### config.mk
export PLATFORM = sky130hd
export DESIGN_NAME = multicycle_control_unit
export DESIGN_NICKNAME = d
export VERILOG_FILES = /design/src/rtl/multicycle_control_unit_pkg.sv /design/src/rtl/multicycle_control_unit_control_decoder.sv /design/src/rtl/multicycle_control_unit.sv
export SDC_FILE = /design/constraint.sdc
export NUM_CORES = 1
export LEC_CHECK = 0
export ABC_AREA = 1
export BUFFER_PORTS_ARGS = -buffer_cell sky130_fd_sc_hd__buf_4
export CAP_MARGIN = 20
export CORE_MARGIN = 2
export CORE_UTILIZATION = 40
export DETAILED_ROUTE_END_ITERATION = 8
export GPL_ROUTABILITY_DRIVEN = 0
export GPL_TIMING_DRIVEN = 0
export HOLD_SLACK_MARGIN = 0.06
export PLACE_DENSITY = 0.87
export SETUP_SLACK_MARGIN = 0.3
export SLEW_MARGIN = 20
export SYNTH_ARGS = -nofsm -noshare
export SYNTH_HDL_FRONTEND = slang
export SYNTH_HIERARCHICAL = 1
export SYNTH_SLANG_ARGS = --single-unit
### constraint.sdc
create_clock -name clk -period 3.3 [get_ports clk]
set_input_delay 0 -clock clk [delete_from_list [all_inputs] [get_ports clk]]
set_output_delay 0 -clock clk [all_outputs]
set_load 0.01 [all_outputs]
### src/rtl/multicycle_control_unit_pkg.sv
// Shared definitions for the RV32I multi-cycle sequencer: opcodes, ALU codes,
// write-back source codes, FSM states and instruction classes.
package defines;

    // RV32I base opcodes (instrCode[6:0])
    localparam logic [6:0] OP_R     = 7'b0110011;
    localparam logic [6:0] OP_L     = 7'b0000011;
    localparam logic [6:0] OP_I     = 7'b0010011;
    localparam logic [6:0] OP_S     = 7'b0100011;
    localparam logic [6:0] OP_B     = 7'b1100011;
    localparam logic [6:0] OP_LUI   = 7'b0110111;
    localparam logic [6:0] OP_AUIPC = 7'b0010111;
    localparam logic [6:0] OP_JAL   = 7'b1101111;
    localparam logic [6:0] OP_JALR  = 7'b1100111;

    // ALU operation codes shared with the datapath: {bit30, funct3}
    localparam logic [3:0] ALU_ADD  = 4'b0000;
    localparam logic [3:0] ALU_SUB  = 4'b1000;
    localparam logic [3:0] ALU_SLL  = 4'b0001;
    localparam logic [3:0] ALU_SLT  = 4'b0010;
    localparam logic [3:0] ALU_SLTU = 4'b0011;
    localparam logic [3:0] ALU_XOR  = 4'b0100;
    localparam logic [3:0] ALU_SRL  = 4'b0101;
    localparam logic [3:0] ALU_SRA  = 4'b1101;
    localparam logic [3:0] ALU_OR   = 4'b0110;
    localparam logic [3:0] ALU_AND  = 4'b0111;

    // Register-file write-back source select
    localparam logic [2:0] RFWD_ALU   = 3'd0;
    localparam logic [2:0] RFWD_BUS   = 3'd1;
    localparam logic [2:0] RFWD_IMM   = 3'd2;
    localparam logic [2:0] RFWD_AUIPC = 3'd3;
    localparam logic [2:0] RFWD_PC4   = 3'd4;

    typedef enum logic [2:0] {
        FETCH   = 3'd0,
        DECODE  = 3'd1,
        EXECUTE = 3'd2,
        MEM     = 3'd3,
        WB      = 3'd4
    } state_t;

    typedef enum logic [3:0] {
        CLS_R       = 4'd0,
        CLS_L       = 4'd1,
        CLS_I       = 4'd2,
        CLS_S       = 4'd3,
        CLS_B       = 4'd4,
        CLS_LUI     = 4'd5,
        CLS_AUIPC   = 4'd6,
        CLS_JAL     = 4'd7,
        CLS_JALR    = 4'd8,
        CLS_ILLEGAL = 4'd9
    } instr_class_t;

    // Classes that write the register file at the end of EXECUTE
    function automatic logic writes_in_execute(input instr_class_t cls);
        logic v;
        case (cls)
            CLS_R, CLS_I, CLS_LUI, CLS_AUIPC, CLS_JAL, CLS_JALR: v = 1'b1;
            default:                                             v = 1'b0;
        endcase
        return v;
    endfunction

endpackage

### src/rtl/multicycle_control_unit_control_decoder.sv
// Purely combinational instruction decode: instruction class, ALU operation
// and datapath mux selects. Valid in every FSM state.
module control_decoder
    import defines::*;
(
    input  logic [31:0]  i_instr,
    output instr_class_t o_class,
    output logic [3:0]   o_alu_control,
    output logic         o_alu_src_sel,
    output logic [2:0]   o_rfwd_src_sel,
    output logic         o_jal,
    output logic         o_jalr
);

    logic [6:0] w_opcode;
    logic [2:0] w_funct3;
    logic       w_bit30;
    logic       w_unused_bits;

    assign w_opcode      = i_instr[6:0];
    assign w_funct3      = i_instr[14:12];
    assign w_bit30       = i_instr[30];
    // Register indices and immediates are consumed by the datapath, not here
    assign w_unused_bits = ^{i_instr[31], i_instr[29:15], i_instr[11:7]};

    // Map the opcode onto an instruction class
    always_comb begin
        o_class = CLS_ILLEGAL;
        case (w_opcode)
            OP_R:     o_class = CLS_R;
            OP_L:     o_class = CLS_L;
            OP_I:     o_class = CLS_I;
            OP_S:     o_class = CLS_S;
            OP_B:     o_class = CLS_B;
            OP_LUI:   o_class = CLS_LUI;
            OP_AUIPC: o_class = CLS_AUIPC;
            OP_JAL:   o_class = CLS_JAL;
            OP_JALR:  o_class = CLS_JALR;
            default:  o_class = CLS_ILLEGAL;
        endcase
    end

    // Derive ALU operation and mux selects from the class and funct fields
    always_comb begin
        o_alu_control  = ALU_ADD;
        o_alu_src_sel  = 1'b0;
        o_rfwd_src_sel = RFWD_ALU;
        o_jal          = 1'b0;
        o_jalr         = 1'b0;
        case (o_class)
            CLS_R, CLS_B: begin
                o_alu_control = {w_bit30, w_funct3};
            end
            CLS_I: begin
                o_alu_src_sel = 1'b1;
                // Only the right shift uses bit30 to pick arithmetic vs logical
                if ((w_funct3 == 3'b101) && w_bit30) begin
                    o_alu_control = ALU_SRA;
                end else begin
                    o_alu_control = {1'b0, w_funct3};
                end
            end
            CLS_L: begin
                o_alu_src_sel  = 1'b1;
                o_rfwd_src_sel = RFWD_BUS;
            end
            CLS_S: begin
                o_alu_src_sel = 1'b1;
            end
            CLS_LUI: begin
                o_alu_src_sel  = 1'b1;
                o_rfwd_src_sel = RFWD_IMM;
            end
            CLS_AUIPC: begin
                o_alu_src_sel  = 1'b1;
                o_rfwd_src_sel = RFWD_AUIPC;
            end
            CLS_JAL: begin
                o_rfwd_src_sel = RFWD_PC4;
                o_jal          = 1'b1;
            end
            CLS_JALR: begin
                o_alu_src_sel  = 1'b1;
                o_rfwd_src_sel = RFWD_PC4;
                o_jalr         = 1'b1;
            end
            default: begin
                o_alu_control = ALU_ADD;
            end
        endcase
    end

endmodule

### src/rtl/multicycle_control_unit.sv
// Multi-cycle RV32I sequencer: steps each instruction through FETCH, DECODE,
// EXECUTE, MEM and WB, holding memory accesses until the bus acknowledges.
// Strobes are Moore on state plus instrCode; only pcEn in MEM also sees busReady.
module multicycle_control_unit
    import defines::*;
(
    input  logic        clk,
    input  logic        reset,
    input  logic [31:0] instrCode,
    input  logic        busReady,
    output logic        pcEn,
    output logic        regFileWe,
    output logic [3:0]  aluControl,
    output logic        aluSrcMuxSel,
    output logic [2:0]  RFWDSrcMuxSel,
    output logic        busWe,
    output logic        busRe,
    output logic        branch,
    output logic        jal,
    output logic        jalr,
    output logic        illegalInstr
);

    state_t       r_state;
    state_t       w_next_state;
    instr_class_t w_class;
    logic         w_is_mem_op;

    control_decoder u_decoder (
        .i_instr        (instrCode),
        .o_class        (w_class),
        .o_alu_control  (aluControl),
        .o_alu_src_sel  (aluSrcMuxSel),
        .o_rfwd_src_sel (RFWDSrcMuxSel),
        .o_jal          (jal),
        .o_jalr         (jalr)
    );

    assign w_is_mem_op = (w_class == CLS_L) || (w_class == CLS_S);

    // State register; reset returns to FETCH without waiting for a clock
    always_ff @(posedge clk or posedge reset) begin
        if (reset) begin
            r_state <= FETCH;
        end else begin
            r_state <= w_next_state;
        end
    end

    // Next-state logic
    always_comb begin
        w_next_state = FETCH;
        case (r_state)
            FETCH: begin
                w_next_state = DECODE;
            end
            DECODE: begin
                if (w_class == CLS_ILLEGAL) begin
                    w_next_state = FETCH;
                end else begin
                    w_next_state = EXECUTE;
                end
            end
            EXECUTE: begin
                if (w_is_mem_op) begin
                    w_next_state = MEM;
                end else begin
                    w_next_state = FETCH;
                end
            end
            MEM: begin
                if (!busReady) begin
                    w_next_state = MEM;
                end else if (w_class == CLS_L) begin
                    w_next_state = WB;
                end else begin
                    w_next_state = FETCH;
                end
            end
            WB: begin
                w_next_state = FETCH;
            end
            default: begin
                w_next_state = FETCH;
            end
        endcase
    end

    // State-gated strobes; pcEn marks the retiring cycle of each instruction
    always_comb begin
        pcEn         = 1'b0;
        regFileWe    = 1'b0;
        busWe        = 1'b0;
        busRe        = 1'b0;
        branch       = 1'b0;
        illegalInstr = 1'b0;
        case (r_state)
            FETCH: begin
                pcEn = 1'b0;
            end
            DECODE: begin
                if (w_class == CLS_ILLEGAL) begin
                    illegalInstr = 1'b1;
                    pcEn         = 1'b1;
                end else begin
                    illegalInstr = 1'b0;
                end
            end
            EXECUTE: begin
                regFileWe = writes_in_execute(w_class);
                branch    = (w_class == CLS_B);
                pcEn      = !w_is_mem_op;
            end
            MEM: begin
                busWe = (w_class == CLS_S);
                busRe = (w_class == CLS_L);
                pcEn  = busReady && (w_class == CLS_S);
            end
            WB: begin
                regFileWe = (w_class == CLS_L);
                pcEn      = 1'b1;
            end
            default: begin
                pcEn = 1'b0;
            end
        endcase
    end

endmodule
-- Word level (Yosys, flattened, before mapping)
Cells that the tools add are included.
- register bits: 3
- latch bits: 0
- memory bits (writable): 0
- bits in read-only memories: 0
- bits of input ports: 35
- output and inout bits: 16
- logic and storage cells: 54
- memories kept: 0
- add/subtract/negate cells: 0
- multiply operators: 0
- div/mod/pow operators: 0
- order comparisons: 0
- eq/ne operators: 23
- shift operators: 0
- multiplexer cells: 20
- bitwise logic cells: 0
- reductions and logical operators: 10
- operator list (operator ; number):
    4-bit case mux with 9 select lines ; 1
    3-bit case mux with 4 select lines ; 2
    7-bit by 6-bit equality test with 1-bit output (second input constant) ; 3
    7-bit equality test (second input constant) ; 3
    4-bit by 3-bit equality test with 1-bit output (second input constant) ; 4
    7-bit by 5-bit equality test with 1-bit output (second input constant) ; 2
    6-bit OR reduction ; 2
    1-bit two-way mux ; 9
    4-bit by 2-bit equality test with 1-bit output (second input constant) ; 2
    4-bit equality test (second input constant) ; 2
    4-bit case mux with 2 select lines ; 1
    7-bit by 2-bit equality test with 1-bit output (second input constant) ; 1
    3-bit by 2-bit equality test with 1-bit output (second input constant) ; 2
    3-bit equality test (second input constant) ; 2
    3-bit two-way mux ; 2
    4-bit by 1-bit equality test with 1-bit output (second input constant) ; 1
    4-bit logical NOT ; 1
    2-bit two-way mux ; 2
    4-bit two-way mux ; 1
    1-bit case mux with 4 select lines ; 1
    2-bit OR reduction ; 2
    3-bit by 1-bit equality test with 1-bit output (second input constant) ; 1
    3-bit logical NOT ; 1
    1-bit logical AND ; 2
    other kinds (3) ; 3

-- Logic depth before layout (Yosys ltp)
- word-level depth: 6
- depth in mapped cells: 14
- depth with buffers taken out: 14

-- Cells and area by module
The synthesis kept the hierarchy.
- by module, submodules not included (module ; instances ; cells an instance ; area an instance (µm²) ; seq. area each (µm²)):
    multicycle_control_unit ; 1 ; 47 ; 307.8 ; 75.1
    control_decoder ; 1 ; 64 ; 285.3 ; 0.0

-- Worst setup path before layout
No wires, ideal clock.
- path kind: input port to flip-flop
- start: in instrCode[1]
- end: reg r_state[1]
- library setup time: 0.130 ns
- arrival time: 1.020 ns
- data required time: 3.170 ns
- slack: 2.150 ns
- stages: 9
- buffers on the path: 0
- cell sequence: nand2_1 -> inv_1 -> nand2_2 -> o21ai_0 -> inv_1 -> nand2_1 -> nor2_1 -> nand2_1 -> o211ai_1
- word-level cells in the longest chain between the ends: 6
- elaborated cells on any way between the ends: 17
- classes of those cells: eq/ne (12); mux (4); reduce/logical (1)
- RTL lines (element ; RTL line ; RTL):
    start: declaration ; multicycle_control_unit.sv:9 ; input logic [31:0] instrCode,
    7-bit equality test (tied with other cells) ; multicycle_control_unit_control_decoder.sv:29 ; case (w_opcode)
    4-bit case mux with 9 select lines (*) ; multicycle_control_unit_control_decoder.sv:29 ;
    net w_class[2] ; multicycle_control_unit.sv:26 ; instr_class_t w_class;
    4-bit by 1-bit equality test with 1-bit output or 4-bit by 2-bit equality test with 1-bit output (tied branches) ; multicycle_control_unit.sv:39 ; assign w_is_mem_op = (w_class == CLS_L) || (w_class == CLS_S);
    1-bit logical OR ; multicycle_control_unit.sv:39 ;
    2-bit two-way mux ; multicycle_control_unit.sv:65 ; if (w_is_mem_op) begin
    3-bit case mux with 4 select lines (*) ; multicycle_control_unit.sv:53 ; case (r_state)
    net w_next_state[1] ; multicycle_control_unit.sv:25 ; state_t w_next_state;
    end signal: assignment ; multicycle_control_unit.sv:46 ; r_state <= w_next_state;
    end: declaration ; multicycle_control_unit.sv:24 ; state_t r_state;
Mark *: on every way through the listed nets, which the timed path passes. The rest lies on a longest branch.

-- Worst setup path in the final report
- start: in instrCode[1]
- end: out pcEn
- word-level cells in the longest chain between the ends: 6
- elaborated cells on any way between the ends: 18
- classes of those cells: eq/ne (12); mux (3); reduce/logical (3)
- RTL lines (element ; RTL line ; RTL):
    7-bit equality test (tied with other cells) ; multicycle_control_unit_control_decoder.sv:29 ;
    4-bit case mux with 9 select lines (*) ; multicycle_control_unit_control_decoder.sv:29 ;
    net w_class[2] ; multicycle_control_unit.sv:26 ;
    4-bit by 1-bit equality test with 1-bit output or 4-bit by 2-bit equality test with 1-bit output (tied branches) ; multicycle_control_unit.sv:39, multicycle_control_unit.sv:117 ;
    1-bit logical OR ; multicycle_control_unit.sv:39 ;
    1-bit logical NOT ; multicycle_control_unit.sv:112 ; pcEn = !w_is_mem_op;
    1-bit case mux with 4 select lines (*) ; multicycle_control_unit.sv:97 ; case (r_state)
    end: declaration ; multicycle_control_unit.sv:11 ; output logic pcEn,
Marked as above.

==> reports/metrics.cfg <==
[global_routing]
grt_pass1_wl_um=2808
antenna_found_initial=0
grt_pass1_vias=732
grt_max_degree=7
grt_usage_pct=20.25
grt_overflow=0

[clock_tree]
htreeDepth=1
cts_resized=0
cts_made_buffers=3
worstSkewPairLatency_ns=0.23
cts_tree=built
clk_pin_slew_worst_paths_ns=0.04
clockBufferDepth=2
post_cts_buffers=0
clock-root-buffer=clkbuf_4
clock-sinks=3

[drt]
dr.pass1.iters=4
ant_nets=0
wl_per_cell_um=10.20
vias_per_cell=4.938
drtIter0Drc=13
drc=0
vias=795
wirelength_um=1643

[placed_design]
placedCellCount=155
numPortBuffers=29
post_dp_cell_area_sq_um=829.5
place_hpwl_um=1421

[setup_path]
crit_family=simple AND/OR/NAND/NOR gates
critPathRequiredTime_ns=3.30
cp_num_buf_inv=3
crit_chain=buf_4 -> nand2_1 -> inv_1 -> nand2_2 -> o21ai_0 -> nor2_1 -> nand3_1 -> nor2_1 -> nor2_1 -> nand2_1 -> buf_4
worstReg2RegStart=r_state[0]
setup.worst_path.class=in -> out
critPathMaxFanout=6
worst_setup_path_start_kind=primary input
slowest_delay_ns=0.52
critical-path-top-cell-by-count=nor2_1
cp.arrival_ns=1.51
startpoint=instrCode[1]
crit_slowest_cell=o21ai_0
worst_setup_path_end_kind=primary output

[finish]
top_register=r_state
nets=182
top_regs=r_state x3
layout.cells.non_filler=161
largest_reg_flops=3
design_area_sq_um=875.8
drive_above_1_share_pct=37.67
antennaDiodeCount=0
area_growth_pct=47.68

[pwr]
power.density_mw_per_mm2=301.1
ir_worst_vdd_mv=0.1666
p_leak_nw=0.5321

[floorplanning]
coreArea_sq_mm=0.001350
die_y_um=42.51
row_count=13
die_w_um=42.51
ioPinCount=51
start_util_pct=43.93
die_area_sq_mm=0.001807

[logic_synthesis]
yosys.cell_types.count=18
syn_avg_cell_area_sq_um=5.343
syn_area_sq_um=593.1
syn_inst=111
ys_seq_elements=3
yosysWarnings=6
synth_fp_nets=146
synth_seq_area_share_pct=12.66

[sta]
finalHoldViolations=0
whs_ns=0.1988
finalMaxSlewViolations=0
setup-tns-final_ns=0
tightest_slew_ns=0.6028
skew_ns=0.0005219
rsz0062_at_grt=false
fmax_ghz=0.6623
finalSetupViolations=0
post-route-min-period_ns=1.510
post-route-period-util_pct=45.75
relSlewSlack_pct=59.39

[run_status]
outcome=completed

[hold_path]
hold_class=in -> async

[flow_run]
max_cap_viol_count=0

-- worst reg2reg max path: stages, from the launching register on --
cell      delay, ns
dfrtp_1        0.43
inv_2          0.09
nand3_2        0.10
inv_2          0.07
nand2_1        0.08
o211ai_1       0.12
-- through the flow --
step	power (mW)	util (%)	setup WS, ns
after floorplan	0.1441	-	2.150
after detailed placement	0.1972	61.45	1.795
after CTS	0.2656	64.87	1.800
after global routing	0.2868	64.87	1.616
final	0.2638	64.87	1.790
after global placement	0.1895	61.45	1.876
-- worst paths after layout --
| path | to | slack (ns) | cells after the start |
|---|---|---|---|
| max | pcEn | 1.79 | 11 |
| min | r_state[1] | 0.20 | 3 |
| max reg2reg | r_state[0] | 2.31 | 5 |
| min reg2reg | r_state[2] | 0.61 | 3 |
| max in group asynchronous | r_state[0] | 2.96 | 3 |
| min in group clk | aluControl[3] | 0.28 | 4 |
-- routing by layer --
layer | up-vias | global-route usage (%) | routed length, um
met2 | 28 | 40.00 | 873
met3 | 7 | 1.724 | 92
li1 | 416 | - | -
met4 | 0 | 12.50 | 46
met5 | - | 0 | 0
met1 | 344 | 19.54 | 630
-- layout make-up --
type / count / area [sq um]
well taps: 15 / 18.77
inverters: 25 / 93.84
clock buffers: 4 / 26.28
flip-flops and latches: 3 / 75.07
repair buffers: 31 / 237.7
fillers: 135 / 474.2
multi-input cells: 83 / 424.2
-- timing repair --
item                                   in CTS  in global routing
hold buffers                                2                  0
endpoints found under the hold margin       5                  0
setup endpoints to repair                   0                  0
-- kinds of logic after synthesis --
logic type | synth area share [%]
buffers and inverters | 15.82
flip-flops | 12.66
AND/OR/NAND/NOR | 64.14
AO/OA/AOI/OAI | 7.382
-- cells in the mapped netlist --
library cell / instances / share of area, %
a21oi_2: 1 / 1.5
nor3b_2: 1 / 2.1
inv_1: 19 / 12
nor2_1: 19 / 12
nand3_1: 12 / 10
nand2_1: 24 / 15
o211ai_1: 2 / 2.5
inv_2: 6 / 3.8
o21ai_0: 3 / 2.5
nor3_1: 3 / 2.5
dfrtp_1: 3 / 13
nor4_1: 1 / 1.1
nand3_2: 4 / 6.8
nand2_2: 3 / 3.2
nor2_2: 6 / 6.3
nor2_4: 2 / 3.8
nand4_1: 1 / 1.1
a21oi_1: 1 / 0.84
-- cell usage in the layout (no fill, tap or decap), drive strengths merged --
cell type    Yosys  routed
a21oi            2       2
buf              0      29
clkbuf           0       4
dfrtp            3       3
dlygate4sd3      0       2
inv             25      25
nand2           27      27
nand3           16      16
nand4            1       1
nor2            27      27
nor3             3       3
nor3b            1       1
nor4             1       1
o211ai           2       2
o21ai            3       3
-- power breakdown --
part / switching (mW) / leakage (nW) / internal [mW] / total (mW)
logic: 0.0746 / 0.478 / 0.0638 / 0.138
registers: 0.0142 / 0.0393 / 0.0464 / 0.0606
clock network: 0.0194 / 0.0150 / 0.0453 / 0.0647
total: 0.108 / 0.532 / 0.155 / 0.264
(Power assumes the default switching activity.)
